$ cat src/rtl/cpu_pkg.sv
// Shared definitions for the 8-bit RISC pipeline: fetch FSM states,
// opcode groups and the default memory vector locations.
package cpu_pkg;

    typedef enum logic [1:0] {
        BOOT,
        RUN,
        IMM,
        IVEC
    } fetch_state_t;

    localparam logic [3:0] OP_IMM_GRP          = 4'hC;
    localparam logic [7:0] DEF_RESET_VEC_ADDR  = 8'h00;
    localparam logic [7:0] DEF_INTR_VEC_ADDR   = 8'h01;

    // LDM/LDD/STD carry a second byte holding an immediate or address.
    function automatic logic is_two_byte(input logic [7:0] opcode);
        return opcode[7:4] == OP_IMM_GRP;
    endfunction

endpackage

$ cat src/rtl/fetch_unit_intr_latch.sv
// Interrupt request edge detector with pending and in-handler flags.
// No nesting: edges seen while a handler is active are dropped.
module intr_latch (
    input  logic clk,
    input  logic reset,
    input  logic interrupt,
    input  logic take,
    input  logic intr_ret,
    output logic intr_pend,
    output logic intr_active
);

    logic int_d;

    // NOTE: sequential state uses non-blocking assignments only, so every
    // register samples pre-edge values regardless of statement order.
    always_ff @(posedge clk or posedge reset) begin
        if (reset) begin
            int_d       <= 1'b0;
            intr_pend   <= 1'b0;
            intr_active <= 1'b0;
        end else begin
            int_d <= interrupt;

            if (take)
                intr_pend <= 1'b0;
            else if (interrupt && !int_d && !intr_active)
                intr_pend <= 1'b1;

            if (take)
                intr_active <= 1'b1;
            else if (intr_ret)
                intr_active <= 1'b0;
        end
    end

endmodule

$ cat src/rtl/fetch_unit.sv
// Instruction fetch stage: PC ownership, boot vector load, two-byte
// instruction assembly, EX branch redirect and interrupt entry.
module fetch_unit
    import cpu_pkg::*;
#(
    parameter logic [7:0] RESET_VEC_ADDR = DEF_RESET_VEC_ADDR,
    parameter logic [7:0] INTR_VEC_ADDR  = DEF_INTR_VEC_ADDR
) (
    input  logic       clk,
    input  logic       reset,
    input  logic       f_stall,
    input  logic       branch_taken,
    input  logic [7:0] branch_target,
    input  logic       interrupt,
    input  logic       intr_ret,
    output logic [7:0] imem_addr,
    input  logic [7:0] imem_data,
    output logic [7:0] instr,
    output logic [7:0] immediate,
    output logic       imm_valid,
    output logic       f_valid,
    output logic [7:0] pc,
    output logic [7:0] ret_pc,
    output logic       intr_ack,
    output logic       intr_active
);

    fetch_state_t state;
    logic [7:0]   fetch_pc;
    logic [7:0]   op_hold;
    logic         intr_pend;
    logic         take;

    intr_latch u_intr_latch (
        .clk         (clk),
        .reset       (reset),
        .interrupt   (interrupt),
        .take        (take),
        .intr_ret    (intr_ret),
        .intr_pend   (intr_pend),
        .intr_active (intr_active)
    );

    // Interrupts are only entered on an instruction boundary.
    assign take     = (state == RUN) && intr_pend && !f_stall && !branch_taken;
    assign intr_ack = take;
    assign ret_pc   = pc;

    // NOTE: every output gets a default before the case so no path leaves a
    // signal unassigned, which would otherwise infer a latch.
    always_comb begin
        imem_addr = fetch_pc;
        instr     = 8'h00;
        immediate = 8'h00;
        imm_valid = 1'b0;
        f_valid   = 1'b0;
        case (state)
            BOOT: imem_addr = RESET_VEC_ADDR;
            RUN: begin
                instr   = imem_data;
                f_valid = !is_two_byte(imem_data) && !branch_taken && !take;
            end
            IMM: begin
                instr     = op_hold;
                immediate = imem_data;
                imm_valid = 1'b1;
                f_valid   = !branch_taken;
            end
            IVEC: imem_addr = INTR_VEC_ADDR;
            default: ;
        endcase
    end

    // fetch_pc walks every byte; pc stays on the first byte of the instruction.
    // NOTE: all state registers, op_hold included, take a defined value on
    // reset so the first fetch after reset never sees X.
    always_ff @(posedge clk or posedge reset) begin
        if (reset) begin
            state    <= BOOT;
            fetch_pc <= 8'h00;
            pc       <= 8'h00;
            op_hold  <= 8'h00;
        end else if (state == BOOT) begin
            fetch_pc <= imem_data;
            pc       <= imem_data;
            state    <= RUN;
        end else if (branch_taken) begin
            fetch_pc <= branch_target;
            pc       <= branch_target;
            state    <= RUN;
        end else if (state == IVEC) begin
            fetch_pc <= imem_data;
            pc       <= imem_data;
            state    <= RUN;
        end else if (!f_stall) begin
            if (take) begin
                state <= IVEC;
            end else if (state == IMM) begin
                fetch_pc <= fetch_pc + 8'd1;
                pc       <= fetch_pc + 8'd1;
                state    <= RUN;
            end else if (is_two_byte(imem_data)) begin
                op_hold  <= imem_data;
                fetch_pc <= fetch_pc + 8'd1;
                state    <= IMM;
            end else begin
                fetch_pc <= fetch_pc + 8'd1;
                pc       <= fetch_pc + 8'd1;
            end
        end
    end

endmodule

$ cat config.mk
export PLATFORM = sky130hd
export DESIGN_NAME = fetch_unit
export DESIGN_NICKNAME = d
export VERILOG_FILES = /design/src/rtl/cpu_pkg.sv /design/src/rtl/fetch_unit_intr_latch.sv /design/src/rtl/fetch_unit.sv
export SDC_FILE = /design/constraint.sdc
export NUM_CORES = 1
export LEC_CHECK = 0
export ABC_AREA = 1
export CAP_MARGIN = 40
export CORE_MARGIN = 8
export CORE_UTILIZATION = 49
export DETAILED_ROUTE_END_ITERATION = 7
export PLACE_DENSITY = 0.88
export REMOVE_ABC_BUFFERS = 1
export SLEW_MARGIN = 10
export SYNTH_ARGS = -nofsm -noshare
export SYNTH_HDL_FRONTEND = slang
export SYNTH_SLANG_ARGS = --single-unit
$ cat constraint.sdc
create_clock -name clk -period 2.6 [get_ports clk]
set_input_delay 0.65 -clock clk [delete_from_list [all_inputs] [get_ports clk]]
set_output_delay 0.65 -clock clk [all_outputs]
set_load 0.005 [all_outputs]
Word-level counts from Yosys, hierarchy flattened
Cells that the tools add are included.
{ "op_classes": {"eq_ne": 7, "n_reduce_logical": 21, "n_addsub": 1, "n_bitwise": 6, "muxes": 28} }
{ "ops": {"columns": ["cell", "n"], "rows": [
  ["8-bit two-way mux", 13],
  ["8-bit case mux with 2 select lines", 2],
  ["2-bit two-way mux", 7],
  ["8-bit by 1-bit adder with 8-bit output (second input constant)", 1],
  ["1-bit logical AND", 7],
  ["7-bit AND reduction", 1],
  ["1-bit zero test", 6],
  ["1-bit inverter", 6],
  ["6-bit nonzero test", 1],
  ["1-bit two-way mux", 5],
  ["5-bit != test (second input constant)", 1],
  ["2-bit == test (second input constant)", 2],
  ["4-bit == test (second input constant)", 1],
  ["4-bit by 1-bit != test with 1-bit output (second input constant)", 1],
  ["4-bit by 2-bit != test with 1-bit output (second input constant)", 1],
  ["2-bit AND reduction", 2],
  ["2-bit nonzero test", 2],
  ["3-bit AND reduction", 1],
  ["2-bit by 1-bit == test with 1-bit output (second input constant)", 1],
  ["2-bit zero test", 1],
  ["1-bit case mux with 2 select lines", 1]
]} }
{ "word_totals": {"reg_bits": 29, "wordCells": 70, "input_bits": 22} }

Depth between registers and ports, before layout
{ "logic_depth": {"word_depth": 9, "ltp_mapped": 10, "depth_no_buf": 9} }

Cells and area by module
From an unflattened synthesis, not the netlist that was laid out.
{ "unflattened": {"hier_cells": 273, "area_unflattened_um2": 1934.4} }
{ "by_module_without_submodules": {"columns": ["module", "cells_per_inst", "n_inst", "seq_area_each_um2", "area_per_inst_um2"], "rows": [
  ["fetch_unit", 263, 1, 650.6, 1818.0],
  ["intr_latch", 10, 1, 75.1, 116.4]
]} }

Worst setup path before layout
Ideal clock, no wire load.
{ "synth_timing": {"path_kind": "flip-flop to output port", "startpoint": "reg state[0]", "endpoint": "out instr[3]", "slack_ns": 0.650, "stages_incl_launch_ff": 7, "arrival_ns": 1.300, "n_path_buf": 2, "cell_sequence": "dfrtp_1 inv_1 ha_1 buf_2 buf_1 nand3_1 o21ai_0"} }
{ "synth_via": {"elab_chain_len": 2} }
{ "synth_rtl": {"columns": ["element", "line_no", "rtl"], "rows": [
  ["start, declared", "fetch_unit.sv:28", "fetch_state_t state;"],
  ["start signal, assigned", "fetch_unit.sv:79", "state <= BOOT;"],
  ["start signal, assigned", "fetch_unit.sv:86", "state <= RUN;"],
  ["start signal, assigned", "fetch_unit.sv:90", "state <= RUN;"],
  ["2-bit == test / 2-bit by 1-bit == test with 1-bit output (equally long branches)", "fetch_unit.sv:57", "case (state)"],
  ["8-bit case mux with 2 select lines (*)", "fetch_unit.sv:57", null],
  ["end, declared", "fetch_unit.sv:18", "output logic [7:0] instr,"]
]} }
Every way passes the cells marked *; elsewhere a longest branch is shown, timed or not.

Worst setup path after layout
{ "layout_timing": {"startpoint": "reg state[0]", "endpoint": "out intr_ack"} }
{ "layout_via": {"elab_chain_len": 4} }
{ "layout_rtl": {"columns": ["element", "line_no", "rtl"], "rows": [
  ["2-bit by 1-bit == test with 1-bit output", "fetch_unit.sv:45", "assign take = (state == RUN) && intr_pend && !f_stall && !branch_taken;"],
  ["1-bit logical AND (3 in series)", "fetch_unit.sv:45", null],
  ["end, declared", "fetch_unit.sv:24", "output logic intr_ack,"]
]} }
Every way passes these cells.

==> run metrics <==
first-pass GRT wire length 9.96 mm; largest net degree at the start of global routing 30; CTS Buffer Depth 2; setup ws final 0.0627 ns; CTS tree done; endpoint type of the worst setup path output pin; met3 WL 450 µm; num ports 66; WP depth 7; Sw Ratio 0.427; final std cells w/o fill 403; HPWL Detailed 4.41 mm; critical path cell sequence buf_4, ha_2, nand2_1, nor2_2, nand2_1, inv_1, clkdlybuf4s50_1; pre-CTS WS -0.0748 ns; VDD IR max 0.643 mV; via count 2048; vias in the first global route 2166; Clk Latency, worst-skew pair 0.28 ns; CP Class reg2out; Iteration-0 DRC Markers 135; Total Neg Setup Slack 0 ns; RePlAce Congestion 0.892; Detailed Routing Iterations Pass 1 5; Die W 78.6 µm; Synth Area per Inst 7.02 µm²; Final Setup Violations 0; Sw Pwr 1.36 mW; Area contributors post-synth dfrtp_1 38%, nand2_1 18%, inv_1 8.6%; core area 0.00372 mm²; status completed; Post-synth top cells 90 x nand2_1, 44 x inv_1, 29 x dfrtp_1, 19 x o21ai_0, 15 x nand3_1; top cell family by delay on the critical path buffers and inverters; slew margin rel. 0.752; DRC 0; Slowest-stage cell, CP clkdlybuf4s50_1; Wirelength per Cell 14.6 µm; Fin. Hold Viols 0; M1 WL 2.44 mm; register bit total from synthesis 29; Final #Nets 381; Pleak 1.50 nW; max cap viols 0; proportion of netlist area held by the largest area contributor 0.377; Post-synth EDFFs 0; clock share of power 0.112; HP Class reg2reg; leading area contributor after synthesis dfrtp_1; Int Pwr 1.83 mW; skew final 0.00146 ns; ys async rst share 1.00; Slew @ Worst Pin 0.372 ns; CTS H-tree lvls 2; Rows 22; min Tclk post-route 2.54 ns; share of cells above drive strength 1 0.152; Overall Power 3.18 mW; clock root buffer clkbuf_8; Comb pwr share 0.631; Sink Count 29; most used cell, CP nand2_1; Buf/Inv on CP 3; crit share post-route 0.976; DR WL met2 2.88 mm; initial antenna violation count 0; Max Slew Vio Count 0; Reg power frac 0.257; setup repair after global routing missed its margin yes; Initial Utilization 0.518; cell with the most instances after synthesis nand2_1; global-route usage over all layers 0.198; Seq/Total Area, Yosys 0.377; CP startpoint kind flip-flop; final WL 5.88 mm; top layer used by detailed routing met4; Reg2Reg Depth 9; crit-path max cell delay 0.49 ns; Pwr Density 1130 mW/mm²; CP Max Fanout 3; Fmax 0.394 GHz; remaining global-route overflow 0; I/O Buffers 65; Top FF cell, synth dfrtp_1; clk slew on worst S/H paths 0.06 ns; Syn Inst Count 274; Routed Antenna Nets 0; Hold Path Depth 2; Critical Path AT 1.89 ns; via/cell ratio 5.08; Num CTS Buffers 5; overall die height 78.6 µm; Synth Cell Area 0.00192 mm²; Req. time, crit path 1.95 ns; worst hold slack 0.451 ns; Syn. warnings 0; Placed Cells 393; Unique masters post-synth 30; n_diodes 0; Die Area 0.00619 mm²; area delta synth->final 46.9%
==> cell usage in the layout, fill, tap and decap left out, types with 9 or more instances in the layout <==
cell,count
o21ai_0,15
nand2_1,89
dfrtp_1,29
nor2_1,12
clkdlybuf4s50_1,58
inv_1,42
a21oi_1,9
buf_4,22
nand3_1,15
==> power groups by stage <==
stage | clock, mW | sequential [mW] | combinational [mW]
2_1_floorplan | 0 | 0.804 | 0.919
3_3_place_gp | 0 | 0.810 | 1.88
3_5_place_dp | 0 | 0.821 | 1.91
4_1_cts | 0.363 | 0.814 | 1.99
5_1_grt | 0.381 | 0.847 | 2.23
6_report | 0.356 | 0.818 | 2.01
==> metrics by stage <==
stage / area, µm² / util
after floorplan: 1810 / -
after global placement: 2690 / 0.724
after detailed placement: 2690 / 0.724
after CTS: 2810 / 0.756
after global routing: 2830 / 0.760
final: 2830 / 0.760
==> final cells by class <==
cell class	instances	area, µm²
inverters	48	183
multi-input cells	181	937
fillers	264	891
clock buffers	6	72.6
well taps	48	60.1
repair buffers	89	837
clock inverters	2	10.0
flip-flops and latches	29	726
==> cell families (layout without fill, tap and decap cells) <==
family | after synthesis | in the layout | synth area share
AOI/OAI and AO/OA | 45 | 45 | 0.142
xor gates and xnor gates | 3 | 3 | 0.0137
adders and majority gates | 5 | 5 | 0.0325
buffers and inverters | 64 | 145 | 0.152
DFF | 29 | 29 | 0.377
and+or+nand+nor | 128 | 128 | 0.282
==> metal layers <==
metal	vias to the layer above	GRT usage
met1	933	0.235
li1	1009	-
met2	95	0.331
met3	11	0.0649
met5	-	0
met4	0	0.0611
==> sequential cells by signal, indices dropped and copies added (netlist names) <==
name	cells
u_intr_latch.intr_pend	1
u_intr_latch.intr_active	1
pc	8
op_hold	8
fetch_pc	8
state	2
u_intr_latch.int_d	1
==> what timing repair did <==
| action | 4_1_cts | 5_1_grt |
|---|---|---|
| hold buffers | 0 | 0 |
| cloned | 0 | 0 |
| setup endpoints to repair | 19 | 10 |
| setup buffers | 2 | 0 |
| gates resized for setup | 11 | 10 |
==> worst register-to-register path: stages, from the launching register on <==
cell     delay [ns]
dfrtp_1        0.41
buf_4          0.16
ha_1           0.21
buf_4          0.19
nor2_2         0.10
nand2_2        0.08
nor2_4         0.16
nand3_2        0.27
nand2_1        0.19
o21ai_2        0.07
==> final timing paths <==
path,startpoint,end,slack [ns]
hold reg to reg,op_hold[7],op_hold[7],0.45
setup reg to reg,state[0],op_hold[2],0.66
setup / recovery,state[0],intr_ack,0.06
max in group asynchronous,reset,op_hold[0],1.58
min in group asynchronous,reset,u_intr_latch.intr_active,0.74
hold / removal,op_hold[7],op_hold[7],0.45
No activity file was read; power rests on OpenSTA's default activity.
==> variant 1, RTL diff (same flow settings) <==
Re-encode `fetch_state_t` (4 states) as Gray code, 2 bits wide.
--- a/src/rtl/cpu_pkg.sv
+++ b/src/rtl/cpu_pkg.sv
@@ -3,10 +3,10 @@
 package cpu_pkg;
 
     typedef enum logic [1:0] {
-        BOOT,
-        RUN,
-        IMM,
-        IVEC
+        BOOT = 2'b00,
+        RUN  = 2'b01,
+        IMM  = 2'b11,
+        IVEC = 2'b10
     } fetch_state_t;
 
     localparam logic [3:0] OP_IMM_GRP          = 4'hC;
Function: no difference found for any inputs over 10 cycles, from zero or initial values and one cycle with reset high; not proved beyond that.
==> variant 1 against the unedited design <==
Maximum frequency fell by 1.0%. Wire length fell by 6.1%. Power fell by 29%. Worst setup slack got worse by 26 ps. Final area fell by 4.6%. Synthesized area fell by 3.8%. Sequential share of layout area rose by 1.2 points. Sequential cell count did not move. Synthesized cell count fell by 7.7%. Critical path type is now primary input to output pin. Highest routed layer unchanged.
==> variant 1: results (changes against the unedited design) <==
synth:
  yosys_warnings: 0  # unchanged
  synth_adder_area_share_pct: 0.676  # -2.6 points
  synth_cell_types: 26  # -13%
  async_flop_share_pct: 100  # unchanged
  synth_xor_xnor_area_share_pct: 0.947  # -0.42 points
  muxShareOfSynthArea_pct: 0  # unchanged
  synth_seq_area_share_pct: 39.2  # +1.5 points
  synth-compound-area-share_pct: 12.8  # -1.4 points
  synth_common_cells: "nand2_1 (86), inv_1 (34), dfrtp_1 (29)"
  synth_area_leaders: "dfrtp_1 (39%), nand2_1 (17%), inv_1 (6.9%)"
  synthCells: 253  # -7.7%
clock_network:
  path_clk_slew_ps: 70
  worstSkewPairLatency_ps: 290
  ctsHoldBuffers: 0  # unchanged
  cts-root-buf: "clkbuf_8"
  clockBufferDepth: 2  # unchanged
  cts_setup_buffers: 0  # -2
  cts_resized: 6  # -5
  cts_buffers: 5  # unchanged
worst_setup_path:
  r2r-start: "state[0]"
  rrSetupSlack_ps: 860  # +200 ps
  critPathMaxFanout: 3  # unchanged
  worstRegToRegCells: 10  # +1
  arrival_ps: 1910  # +20 ps
  rr_endpoint: "pc[7]"
routing:
  drt_pass1_iterations: 4  # -1
  drtIter0Drc: 256  # +90%
  vias_per_cell: 5.14  # +1.2%
  wl_per_cell_um: 14.5  # -0.43%
  wirelength_um: 5520  # -6.1%
grt:
  grt_pass1_wl_um: 9210  # -7.5%
  grt_pass1_vias: 1992  # -8.0%
  grt_max_degree: 30  # unchanged
  track_usage_pct: 19.0  # -0.83 points
  grt_antenna_before_repair: 0  # unchanged
run_status:
  outcome: "finished clean"
sta:
  slew_headroom_pct: 70.5  # -4.7 points
  whs_ps: 473  # +22.4 ps
  fin_worst_skew_ps: 6.52  # +5.06 ps
flow_run:
  drv_cap: 0  # unchanged
pwr:
  leakage_nw: 1.41  # -5.9%
  ir_worst_vdd_mv: 0.569  # -12%
placement:
  gp_congestion: 0.885  # -0.72%
  placedInstanceArea_um2: 2620  # -2.7%
  io_buffer_count: 65  # unchanged
  dp.cells: 372  # -5.3%
  dp_hpwl_um: 4270  # -3.2%
worst_hold_path:
  hold_path_class: "flop to flop"
  min_delay_worst_endpoint: "op_hold[7]"
  holdCritStartpoint: "op_hold[7]"
  holdPathStages: 2  # unchanged
cells_and_area:
  layout-drive-gt1-share_pct: 13.6  # -1.7 points
  fill_cells: 278  # +5.3%
  finish.net_count: 354  # -7.1%
  reg_top3: "fetch_pc: 8 flops, op_hold: 8 flops, pc: 8 flops"
-- variant 1: area by class of cell --
class	count	share of cell area, %
multi-input cells	171	32.3
repair buffers	85	29.5
flip-flops and latches	29	26.9
inverters	39	5.80
clock buffers	5	2.55
well taps	48	2.23
clock inverters	3	0.650
-- variant 1: worst max path at each step --
stage                      start      endpoint
finish              imem_data[4]  immediate[4]
global placement    branch_taken       f_valid
CTS                 imem_data[7]      instr[7]
global route        imem_data[4]  immediate[4]
floorplan           imem_data[5]       f_valid
detailed placement  branch_taken       f_valid
-- variant 1: metrics by stage --
stage	setup WS (ps)	utilization [%]
floorplan	663	-
global route	3.64	74.2
global placement	-120	72.0
CTS	12.3	74.1
finish	37.0	74.2
detailed placement	-170	72.0
-- variant 1: routing by layer --
metal	global-route usage, %	wire, um	up-vias	part of all wire [%]
met4	8.30	153	0	2.8
met3	6.11	420	13	7.6
met5	0	0	-	0
li1	-	-	936	-
met2	32.4	2760	79	50
met1	21.2	2180	927	40
-- variant 1: cell families (layout without fill, tap and decap cells) --
kind of cell / Yosys count / in the layout
simple gates: 128 / 128
compound gates: 40 / 40
buf+inv: 53 / 132
fa+ha+maj: 1 / 1
flops: 29 / 29
xor+xnor: 2 / 2
-- variant 1: critical path: stages --
cell             delay [ps]
clkdlybuf4s50_1         460
inv_1                    80
buf_4                   140
nor2_1                   90
clkdlybuf4s50_1         500
-- variant 1: where the power goes --
part / switching [mW] / internal (mW) / leakage [nW]
registers: 0.148 / 0.594 / 0.351
logic: 0.539 / 0.626 / 1.02
clock network: 0.178 / 0.184 / 0.0439
total: 0.865 / 1.40 / 1.41
==> variant 2, RTL diff (same flow settings) <==
Without the edit above. Add an input register stage for `branch_target`; this delays it by one clock. The other inputs are not delayed to match.
--- a/src/rtl/fetch_unit.sv
+++ b/src/rtl/fetch_unit.sv
@@ -24,6 +24,12 @@
     output logic       intr_ack,
     output logic       intr_active
 );
+
+    logic [7:0] branch_target_q;
+
+    always_ff @(posedge clk) begin
+        branch_target_q <= branch_target;
+    end
 
     fetch_state_t state;
     logic [7:0]   fetch_pc;
@@ -85,8 +91,8 @@
             pc       <= imem_data;
             state    <= RUN;
         end else if (branch_taken) begin
-            fetch_pc <= branch_target;
-            pc       <= branch_target;
+            fetch_pc <= branch_target_q;
+            pc       <= branch_target_q;
             state    <= RUN;
         end else if (state == IVEC) begin
             fetch_pc <= imem_data;
Behaviour: not the same (a bounded check fails within 4 cycles, from zero or initial values and one cycle with reset high).
==> variant 2 against the unedited design <==
Worst setup slack worse by 28 ps. Sequential cell count increased by 8. Power rose by 12%. Synthesized area rose by 7.9%. Critical path depth is 2 lower. Final area rose by 8.4%. Clock skew about the same. Wire length grew 12%. Clock power rose by 46%. Sequential share of layout area increased by 3.3 points. Final cell count up 6.0%.
==> variant 2: results (changes against the unedited design) <==
run_status:
  outcome: "finished clean"
synth:
  async_flop_share_pct: 78.4  # -22 points
  synth_area_leaders: "dfrtp_1 (35%), nand2_1 (18%), inv_1 (8.1%)"
  synth_common_cells: "nand2_1 (102), inv_1 (45), dfrtp_1 (29)"
  synth-compound-area-share_pct: 10.8  # -3.4 points
  synth_seq_area_share_pct: 42.7  # +4.9 points
  synth_cell_types: 29  # -3.3%
  netlist_area_um2: 2080  # +7.9%
  synth_adder_area_share_pct: 3.01  # -0.24 points
  syn_avg_cell_area_um2: 7.11  # +1.3%
worst_setup_path:
  worstRegToRegCells: 10  # +1
  cp_top_family: "buffers and inverters"
  arrival_ps: 1920  # +30 ps
  slowest_delay_ps: 510  # +20 ps
grt:
  gr-usage-met2_pct: 36.2  # +3.1 points
  grt_pass1_wl_um: 10800  # +8.1%
  track_usage_pct: 21.0  # +1.2 points
  use_met3_pct: 3.97  # -2.5 points
  grt_pass1_vias: 2255  # +4.1%
cells_and_area:
  nMultiInputCombCells: 192  # +6.1%
  layout-drive-gt1-share_pct: 13.8  # -1.4 points
  nNonClkBuffers: 92  # +3.4%
  buffer_area_share_pct: 28.6  # -1.0 points
  seq_area_share_pct: 29.0  # +3.3 points
  fill_cells: 284  # +7.6%
  finish.net_count: 403  # +5.8%
  clock_area_share_pct: 3.92  # +1.0 points
  multi_input_area_share_pct: 30.5  # -2.7 points
sta:
  fmax_mhz: 390  # -1.1%
  fin_worst_skew_ps: 1.03  # -0.422 ps
routing:
  vias_per_cell: 5.34  # +5.2%
  wirelength_um: 6610  # +12%
  drtIter0Drc: 238  # +76%
  wl_per_cell_um: 15.5  # +6.2%
  drt_pass1_iterations: 5  # unchanged
pwr:
  pg_clk_mw: 0.519  # +46%
  comb-power_mw: 2.05  # +2%
  ir_worst_vdd_mv: 0.764  # +19%
  fin_total_pwr_mw: 3.56  # +12%
  leakage_nw: 1.62  # +8.0%
  powerDensity_nw_per_um2: 1160  # +3.1%
placement:
  pre_cts_ws_ps: -101  # -26.5 ps
  placedInstanceArea_um2: 2850  # +5.9%
  dp.cells: 413  # +5.1%
clock_network:
  cts_setup_buffers: 4  # +2
-- variant 2: cell types whose count changed in the layout (fill, tap and decap cells not counted), moves of 3 or more --
cell / before / now
nand2_1: 89 / 102
dfxtp_1: 0 / 8
a21oi_1: 9 / 16
nand3_1: 15 / 19
clkdlybuf4s50_1: 58 / 55
o21ai_0: 15 / 18
o21ai_2: 4 / 0
o22ai_1: 4 / 0
-- variant 2: worst paths after layout --
check / startpoint / end / slack [ps]
max: imem_data[6] / immediate[6] / 30
min: op_hold[2] / op_hold[2] / 500
max reg2reg: state[0] / op_hold[0] / 720
min reg2reg: op_hold[2] / op_hold[2] / 500
max in group asynchronous: reset / state[0] / 1570
min in group asynchronous: reset / pc[0] / 730
-- variant 2: layer usage --
layer | wire (um) | up-vias
li1 | - | 1064
met1 | 2470 | 1050
met3 | 575 | 27
met5 | 0 | -
met4 | 221 | 0
met2 | 3340 | 141
